`src/rtl/ps2_pkg.sv`:
```
// Shared types and constants for the PS/2 host transmit and keyboard receive paths.
package ps2_pkg;

  typedef enum logic [2:0] {
    IDLE,
    INHIBIT,
    SEND,
    ACK,
    WAIT_IDLE
  } tx_state_t;

  localparam logic [7:0] CMD_SET_LEDS = 8'hED;
  localparam logic [7:0] CMD_ECHO     = 8'hEE;
  localparam logic [7:0] CMD_RESET    = 8'hFF;
  localparam logic [7:0] CMD_ACK      = 8'hFA;

  // Device falling edges per host-to-device frame, ack included.
  localparam int FRAME_FALLS = 11;

  function automatic logic odd_parity(input logic [7:0] data);
    return ~^data;
  endfunction

endpackage

```
`src/rtl/ps2_host_tx_if.sv`:
```
// Command handshake and status pulses between the system and the PS/2 host transmitter.
interface ps2_host_tx_if;
  logic       tx_valid;
  logic [7:0] tx_data;
  logic       tx_ready;
  logic       tx_busy;
  logic       tx_done;
  logic       tx_ack_err;
  logic       tx_timeout;

  modport master (
    output tx_valid, tx_data,
    input  tx_ready, tx_busy, tx_done, tx_ack_err, tx_timeout
  );

  modport slave (
    input  tx_valid, tx_data,
    output tx_ready, tx_busy, tx_done, tx_ack_err, tx_timeout
  );
endinterface

```
`src/rtl/ps2_line_sync.sv`:
```
// Synchronizes the raw PS/2 clock and data lines and flags falling edges of the clock.
module ps2_line_sync #(
  parameter int SYNC_STAGES = 2
) (
  input  logic clk_k,
  input  logic reset_l,
  input  logic clk_raw,
  input  logic data_raw,
  output logic clk_sync,
  output logic data_sync,
  output logic clk_fall
);

  logic [SYNC_STAGES-1:0] clk_pipe;
  logic [SYNC_STAGES-1:0] data_pipe;
  logic                   clk_prev;

  // NOTE: lines idle high, so resetting to 1 avoids a phantom fall right after reset.
  always_ff @(posedge clk_k or negedge reset_l) begin
    if (!reset_l) begin
      clk_pipe  <= '1;
      data_pipe <= '1;
      clk_prev  <= 1'b1;
    end else begin
      clk_pipe  <= SYNC_STAGES'({clk_pipe, clk_raw});
      data_pipe <= SYNC_STAGES'({data_pipe, data_raw});
      clk_prev  <= clk_sync;
    end
  end

  assign clk_sync  = clk_pipe[SYNC_STAGES-1];
  assign data_sync = data_pipe[SYNC_STAGES-1];
  assign clk_fall  = clk_prev & ~clk_sync;

endmodule

```
`src/rtl/ps2_host_tx.sv`:
```
// PS/2 host-to-device transmitter: inhibit, request-to-send, clock out 10 bits, collect the ack.
module ps2_host_tx #(
  parameter int INHIBIT_CYCLES = 5000,
  parameter int TIMEOUT_CYCLES = 750000,
  parameter int SYNC_STAGES    = 2
) (
  input  logic         clk_k,
  input  logic         reset_l,
  ps2_host_tx_if.slave bus,
  input  logic         ps2_clk_in,
  input  logic         ps2_data_in,
  output logic         ps2_clk_oe,
  output logic         ps2_data_oe
);
  import ps2_pkg::*;

  localparam int INH_W = $clog2(INHIBIT_CYCLES) + 1;
  localparam int WD_W  = $clog2(TIMEOUT_CYCLES) + 1;
  localparam logic [INH_W-1:0] INH_LAST   = INH_W'(INHIBIT_CYCLES - 1);
  localparam logic [WD_W-1:0]  WD_LAST    = WD_W'(TIMEOUT_CYCLES - 1);
  localparam logic [3:0]       STOP_IDX   = 4'(FRAME_FALLS - 2);
  localparam logic [3:0]       PARITY_IDX = STOP_IDX - 4'd1;

  tx_state_t        state;
  logic [7:0]       data_q;
  logic             parity_q;
  logic [3:0]       bit_cnt;
  logic [INH_W-1:0] inh_cnt;
  logic [WD_W-1:0]  wd_cnt;
  logic             ack_bad;
  logic             done_q, ack_err_q, timeout_q;
  logic             clk_sync, data_sync, clk_fall;

  ps2_line_sync #(.SYNC_STAGES(SYNC_STAGES)) u_sync (
    .clk_k     (clk_k),
    .reset_l   (reset_l),
    .clk_raw   (ps2_clk_in),
    .data_raw  (ps2_data_in),
    .clk_sync  (clk_sync),
    .data_sync (data_sync),
    .clk_fall  (clk_fall)
  );

  // NOTE: all state below uses non-blocking assignments so every branch sees pre-edge values.
  always_ff @(posedge clk_k or negedge reset_l) begin
    if (!reset_l) begin
      state       <= IDLE;
      ps2_clk_oe  <= 1'b0;
      ps2_data_oe <= 1'b0;
      data_q      <= '0;
      parity_q    <= 1'b0;
      bit_cnt     <= '0;
      inh_cnt     <= '0;
      wd_cnt      <= '0;
      ack_bad     <= 1'b0;
      done_q      <= 1'b0;
      ack_err_q   <= 1'b0;
      timeout_q   <= 1'b0;
    end else begin
      done_q    <= 1'b0;
      ack_err_q <= 1'b0;
      timeout_q <= 1'b0;
      case (state)
        IDLE: begin
          if (bus.tx_valid) begin
            data_q     <= bus.tx_data;
            parity_q   <= odd_parity(bus.tx_data);
            inh_cnt    <= '0;
            ps2_clk_oe <= 1'b1;
            state      <= INHIBIT;
          end
        end
        INHIBIT: begin
          if (inh_cnt == INH_LAST) begin
            ps2_clk_oe  <= 1'b0;
            ps2_data_oe <= 1'b1;
            wd_cnt      <= '0;
            bit_cnt     <= '0;
            state       <= SEND;
          end else begin
            inh_cnt <= inh_cnt + 1'b1;
          end
        end
        SEND, ACK, WAIT_IDLE: begin
          // The completion pulse is shown while still busy, so no byte can be accepted alongside it.
          if (done_q || ack_err_q) begin
            state <= IDLE;
          end else if (wd_cnt == WD_LAST) begin
            ps2_clk_oe  <= 1'b0;
            ps2_data_oe <= 1'b0;
            timeout_q   <= 1'b1;
            state       <= IDLE;
          end else begin
            wd_cnt <= wd_cnt + 1'b1;
            if (state == SEND && clk_fall) begin
              if (bit_cnt < PARITY_IDX) begin
                ps2_data_oe <= ~data_q[bit_cnt[2:0]];
              end else if (bit_cnt == PARITY_IDX) begin
                ps2_data_oe <= ~parity_q;
              end else begin
                ps2_data_oe <= 1'b0;
                state       <= ACK;
              end
              bit_cnt <= bit_cnt + 1'b1;
            end else if (state == ACK && clk_fall) begin
              ack_bad <= data_sync;
              state   <= WAIT_IDLE;
            end else if (state == WAIT_IDLE && clk_sync && data_sync) begin
              done_q    <= ~ack_bad;
              ack_err_q <= ack_bad;
            end
          end
        end
        default: begin
          ps2_clk_oe  <= 1'b0;
          ps2_data_oe <= 1'b0;
          state       <= IDLE;
        end
      endcase
    end
  end

  assign bus.tx_ready   = (state == IDLE);
  assign bus.tx_busy    = (state != IDLE);
  assign bus.tx_done    = done_q;
  assign bus.tx_ack_err = ack_err_q;
  assign bus.tx_timeout = timeout_q;

endmodule

```
`src/flat_wrapper.sv`:
```
// flat-port wrapper written by rule: the top's interface ports become plain ports
module ps2_host_tx_flat import ps2_pkg::*;
#(
  parameter int INHIBIT_CYCLES = 5000,
  parameter int TIMEOUT_CYCLES = 750000,
  parameter int SYNC_STAGES    = 2
)
  (clk_k, reset_l, ps2_clk_in, ps2_data_in, ps2_clk_oe, ps2_data_oe, bus_tx_valid, bus_tx_data, bus_tx_ready, bus_tx_busy, bus_tx_done, bus_tx_ack_err, bus_tx_timeout);
  ps2_host_tx_if bus_i ();
  input  logic clk_k;
  input  logic reset_l;
  input  logic ps2_clk_in;
  input  logic ps2_data_in;
  output logic ps2_clk_oe;
  output logic ps2_data_oe;
  input wire logic [$bits(bus_i.tx_valid)-1:0] bus_tx_valid;
  input wire logic [$bits(bus_i.tx_data)-1:0] bus_tx_data;
  output wire logic [$bits(bus_i.tx_ready)-1:0] bus_tx_ready;
  output wire logic [$bits(bus_i.tx_busy)-1:0] bus_tx_busy;
  output wire logic [$bits(bus_i.tx_done)-1:0] bus_tx_done;
  output wire logic [$bits(bus_i.tx_ack_err)-1:0] bus_tx_ack_err;
  output wire logic [$bits(bus_i.tx_timeout)-1:0] bus_tx_timeout;
  assign bus_i.tx_valid = bus_tx_valid;
  assign bus_i.tx_data = bus_tx_data;
  assign bus_tx_ready = bus_i.tx_ready;
  assign bus_tx_busy = bus_i.tx_busy;
  assign bus_tx_done = bus_i.tx_done;
  assign bus_tx_ack_err = bus_i.tx_ack_err;
  assign bus_tx_timeout = bus_i.tx_timeout;
  ps2_host_tx #(.INHIBIT_CYCLES(INHIBIT_CYCLES), .TIMEOUT_CYCLES(TIMEOUT_CYCLES), .SYNC_STAGES(SYNC_STAGES)) u_core (.clk_k(clk_k), .reset_l(reset_l), .bus(bus_i), .ps2_clk_in(ps2_clk_in), .ps2_data_in(ps2_data_in), .ps2_clk_oe(ps2_clk_oe), .ps2_data_oe(ps2_data_oe));
endmodule
```
`config.mk`:
```
export PLATFORM = sky130hd
export DESIGN_NAME = ps2_host_tx_flat
export DESIGN_NICKNAME = d
export VERILOG_FILES = /design/src/rtl/ps2_pkg.sv /design/src/rtl/ps2_host_tx_if.sv /design/src/rtl/ps2_line_sync.sv /design/src/rtl/ps2_host_tx.sv /design/src/flat_wrapper.sv
export SDC_FILE = /design/constraint.sdc
export NUM_CORES = 1
export LEC_CHECK = 0
export CORE_AREA = 3 3 135 72
export CTS_CLUSTER_SIZE = 25
export DETAILED_ROUTE_END_ITERATION = 12
export DIE_AREA = 0 0 138 75
export GPL_TIMING_DRIVEN = 0
export PLACE_DENSITY_LB_ADDON = 0.1
export SYNTH_ARGS = -nofsm -noshare
export SYNTH_HDL_FRONTEND = slang
export SYNTH_SLANG_ARGS = --single-unit
```
`constraint.sdc`:
```
create_clock -name clk_k -period 4.3 [get_ports clk_k]
set_input_delay 0.645 -clock clk_k [delete_from_list [all_inputs] [get_ports clk_k]]
set_output_delay 0.645 -clock clk_k [all_outputs]
set_load 0.01 [all_outputs]
```
* Yosys cells after proc, flatten, opt, wreduce, memory -nomap -nowiden
Index checks and enable logic that the tools add are counted.
** Operators by class
- $add $sub $neg :: 3
- Order comparisons :: 2
- Equal/unequal tests :: 18
- Mux-type cells :: 50
- Bitwise operators :: 9
- Reductions and logical operators :: 19
** Operators by type and width (number)
- $mux 21 :: 3
- $pmux 21 s2 :: 1
- $mux 14 :: 2
- $pmux 14 s2 :: 1
- $mux 1 :: 26
- $mux 3 :: 8
- $add 21x1->21 const B :: 1
- $eq 21x20->1 const B :: 1
- $mux 4 :: 4
- $reduce_and 5->1 :: 3
- $add 14x1->14 const B :: 1
- $eq 14x13->1 const B :: 1
- $reduce_and 4->1 :: 3
- $ne 5x3->1 const B :: 2
- $pmux 3 s3 :: 1
- $ne 2x2->1 const B :: 4
- $not 1->1 :: 8
- $pmux 4 s2 :: 1
- $reduce_xnor 8->1 :: 1
- $eq 3x2->1 const B :: 2
- $ne 2x1->1 const B :: 3
- $pmux 1 s3 :: 2
- $ne 5x1->1 const B :: 1
- $add 4x1->4 const B :: 1
- 16 further kinds :: 20
** Storage, ports and cells
- Register bits after elaboration :: 62
- Input port bits :: 13
- Output and inout port bits :: 7
- Word-level logic and storage cells :: 116

* Depth between registers and ports, before layout
- Depth in word-level cells :: 9
- Gate-level depth with buffers :: 9
- Depth with buffers taken out :: 6

* By module
From an unflattened synthesis, not the netlist that was laid out.
** Unflattened totals
- Cells, all modules :: 366
- Area total of the unflattened synthesis :: 3388.2 µm²
** Modules (own cells, without submodules)
- ps2_host_tx :: instances 1, cells an instance 360, area each 3243.1 µm², seq. area each 1426.4 µm²
- ps2_line_sync :: instances 1, cells an instance 6, area each 145.1 µm², seq. area each 131.4 µm²

* Worst setup path before layout
OpenSTA, ideal clock, no wires.
- Path type :: register to register
- From :: reg u_core.inh_cnt[6]
- To :: reg u_core.wd_cnt[14]
- Library setup time :: 0.078 ns
- Data arrival time :: 2.342 ns
- Required time :: 4.222 ns
- Setup slack :: 1.880 ns
- Stages on the path, launching flop included :: 7
- Path buffers :: 1
- Clock period less this slack :: 2.420 ns
- Path through :: dfrtp_1 > or4_4 > nor4_4 > o21ai_4 > buf_6 > or4_1 > a21oi_1
** On the way
- Word-level cells in the longest chain between the ends :: 3
** Ends and longest elaborated chain
- from (decl) :: RTL line ps2_host_tx.sv:28 : logic [INH_W-1:0] inh_cnt;
- from (signal assigned) :: RTL line ps2_host_tx.sv:81 : inh_cnt <= inh_cnt + 1'b1;
- $eq 14x13->1 :: RTL line ps2_host_tx.sv:74 : if (inh_cnt == INH_LAST) begin
- $ne 2x1->1 (no line)
- $reduce_and 4->1 (no line)
- to (signal assigned) :: RTL line ps2_host_tx.sv:94 : wd_cnt <= wd_cnt + 1'b1;
- to (decl) :: RTL line ps2_host_tx.sv:29 : logic [WD_W-1:0] wd_cnt;
No other way between the ends.
A chain may end at the register's enable or synchronous reset.

* Final worst setup path
- From :: reg u_core.inh_cnt[6]
- To :: reg u_core.bit_cnt[1]
** On the way
- Word-level cells in the longest chain between the ends :: 3
** Ends and longest elaborated chain
- $eq 14x13->1 :: RTL line ps2_host_tx.sv:74
- $ne 2x1->1 (no line)
- $reduce_and 5->1 (no line)
- to (signal assigned) :: RTL line ps2_host_tx.sv:104 : bit_cnt <= bit_cnt + 1'b1;
- to (decl) :: RTL line ps2_host_tx.sv:27 : logic [3:0] bit_cnt;
No other way between the ends.

==> flow_metrics.py <==
metrics = {
    "power_and_ir_drop": {
        "leakage_nw": 1.58,
        "p_seq_frac": 0.354,
        "internal_power_mw": 1.42,
        "p_comb_frac": 0.327,
        "clkPwrFrac": 0.320,
        "p_per_area_nw_per_um2": 555,
        "power.share.switching": 0.362,
        "ir_drop_mv": 0.215,
        "total_power_mw": 2.23,
        "p_sw_mw": 0.808,
    },
    "placed_design": {
        "place.gp.congestion": 0.842,
        "portBuffers": 19,
        "hpwlAfterDp_microns": 5960,
    },
    "yosys": {
        "seq_area_frac_synth": 0.459,
        "synth_edf_count": 0,
        "yosysWarnings": 0,
        "synth_area_leaders": "dfrtp_1, nand2_1, dfstp_2",
        "ys_ff_latch": 62,
        "synth_top_area_share": 0.420,
        "ys_types": 49,
        "synthesis.area_sq_um": 3390,
        "synth.avg_cell_area_sq_um": 9.13,
        "ys.flop_type": "dfrtp_1",
        "async_reset_ff_frac": 1.00,
        "synth_nets": 388,
        "synth.largest_area_cell": "dfrtp_1",
        "synthCells": 372,
    },
    "clock_network": {
        "cts_tree": "done",
        "cts_resized": 0,
        "numCtsBuffers": 9,
        "clock-sinks": 62,
        "clkTransAtPathRegs_ps": 50,
        "cts_htree_levels": 3,
        "clk_latency_ps": 330,
        "cts_post_setup_buffers_inserted": 0,
        "cts_buffer_depth": 2,
        "cts_hold_buf": 0,
        "root_buffer": "clkbuf_16",
    },
    "setup_path": {
        "r2r-start": "u_core.inh_cnt[6]",
        "cp.arrival_ps": 3140,
        "crit_path_frequent_cell": "clkbuf_1",
        "cp_cell_sequence": "or4_4 > nor4_4 > o21ai_4 > clkbuf_1 > clkbuf_1 > o21ai_0 > o31ai_1",
        "worst-path-buf-inv": 2,
        "max_stage_delay_ps": 670,
        "worstSetupPathType": "reg -> reg",
        "crit_start": "u_core.inh_cnt[6]",
        "reg2reg_depth": 7,
        "path_max_fanout": 10,
        "crit_slowest_cell": "nor4_4",
        "crit_path_start_kind": "register",
        "worst_path_dominant_cell_family": "simple AND/OR/NAND/NOR gates",
        "ff2ff_setup_slack_ps": 1360,
        "crit_cells": 7,
        "rr_endpoint": "u_core.bit_cnt[1]",
        "critPathRequiredTime_ps": 4500,
        "crit_path_end_kind": "register",
    },
    "grt": {
        "grt_pass1_vias": 2809,
        "overflow": 0,
        "grt_pass1_wl_microns": 14200,
        "track_usage": 0.175,
        "grt_max_degree": 63,
        "antenna_found_initial": 0,
    },
    "routing": {
        "wl_microns": 8450,
        "drc": 0,
        "dr.pass1.iters": 4,
        "drt-vias-per-instance": 5.56,
        "dr.first_iter.drc_count": 230,
        "ant_nets": 0,
        "vias": 2913,
        "post_drt_wl_per_cell_microns": 16.1,
    },
    "layout": {
        "fin_nets": 418,
        "antenna_cells": 0,
        "area_growth_pct": 18.4,
        "drive_gt1_frac": 0.0983,
        "final_cell_mix": "nand2_1, dfrtp_1, nor2_1",
        "final_common_cell": "nand2_1",
    },
    "timing": {
        "rsz0062_at_grt": "no",
        "hold_violations": 0,
        "setup_viol": 0,
        "min_period_ps": 2940,
        "slew-limit-headroom": 0.422,
        "tightest_slew_ps": 860,
        "finalCritPeriodShare": 0.683,
        "setup_tns_ps": 0,
        "skew_ps": 3.58,
        "finalMaxSlewViolations": 0,
        "timing.fmax_mhz": 340,
    },
    "floorplanning": {
        "die_area_sq_um": 10400,
        "io_pins": 20,
        "die_x_microns": 138,
        "die_y_microns": 75,
        "start_util": 0.395,
        "coreArea_sq_um": 8590,
        "rows": 24,
    },
    "run_status": {
        "status": "finished, final reports clean",
    },
    "flow_run": {
        "cap_violations": 0,
    },
    "hold_path": {
        "hold_class": "reg -> reg",
        "hold_depth": 0,
        "min_to": "u_core.u_sync.data_pipe[1]",
        "min_from": "u_core.u_sync.data_pipe[0]",
    },
}
worst max path at each step:
stage / end
5_1_grt: u_core.bit_cnt[0]
2_1_floorplan: u_core.wd_cnt[14]
3_5_place_dp: u_core.inh_cnt[7]
6_report: u_core.bit_cnt[1]
3_3_place_gp: u_core.data_q[2]
4_1_cts: u_core.bit_cnt[1]
cells in the mapped netlist, types with 4 or more instances:
master and n:
dfstp_2 5, a31oi_1 4, nor4_1 4, nand4_1 10, and2_1 4, inv_1 5, dfrtp_1 57, nand2_1 60
nand3_1 19, o211ai_1 7, a21oi_1 19, or4_1 17, clkbuf_1 18, xor2_1 5, nor2_1 25, or3_1 9
xnor2_1 12, o21ai_0 18, o31ai_1 11, nor3_1 14
flip-flops by register name (all words and copies together), names as in the netlist, 2 cells and up:
name                     count
u_core.wd_cnt               21
u_core.inh_cnt              14
u_core.data_q                8
u_core.bit_cnt               4
u_core.state                 3
u_core.u_sync.clk_pipe       2
u_core.u_sync.data_pipe      2
per-stage QoR:
stage / hold slack (ps) / cells / util / cell area [sq um] / worst slack (ps)
after floorplan: 345 / 372 / - / 3390 / 1880
after global placement: 351 / 508 / 0.434 / 3730 / 526
after detailed placement: 353 / 508 / 0.434 / 3730 / 1250
after CTS: 362 / 524 / 0.468 / 4020 / 1370
after global routing: 364 / 524 / 0.468 / 4020 / 1190
final: 360 / 524 / 0.468 / 4020 / 1360
power groups by stage:
| stage | clock network [mW] | registers (mW) | logic (mW) |
|---|---|---|---|
| after detailed placement | 0 | 0.801 | 0.726 |
| after global routing | 0.758 | 0.807 | 0.803 |
| after global placement | 0 | 0.793 | 0.714 |
| after CTS | 0.726 | 0.790 | 0.731 |
| final | 0.714 | 0.789 | 0.730 |
| after floorplan | 0 | 0.776 | 0.498 |
layer usage:
layer	wire length, microns	global-route usage	vias to the layer above
li1	-	-	1430
met1	4100	0.232	1417
met2	3820	0.285	52
met3	393	0.0482	14
met4	131	0.0591	0
met5	0	0	-
worst reg2reg max path: stages (launching register included):
cell and delay (ps):
dfrtp_1 430, or4_4 580, nor4_4 670, o21ai_4 190, clkbuf_1 310, clkbuf_1 310, o21ai_0 220, o31ai_1 100
cells by family after synthesis:
| kind of cell | Yosys count | share of synthesized area |
|---|---|---|
| adder cells (fa/ha/maj) | 3 | 0.0111 |
| XOR/XNOR | 17 | 0.0439 |
| flip-flops | 62 | 0.459 |
| AND/OR/NAND/NOR | 185 | 0.288 |
| AO/OA/AOI/OAI | 73 | 0.139 |
| multiplexers | 7 | 0.0291 |
| buffers and inverters | 25 | 0.0302 |
layout make-up:
cell class | instances | area, sq um
fill | 833 | 4570
multi-input combinational | 285 | 1730
sequential | 62 | 1560
clock buffer | 10 | 229
timing repair buffer | 19 | 188
tap | 117 | 146
buffer | 20 | 83.8
clock inverter | 6 | 62.6
inverter | 5 | 18.8
Note: power is estimated with default switching activity, not from simulation.
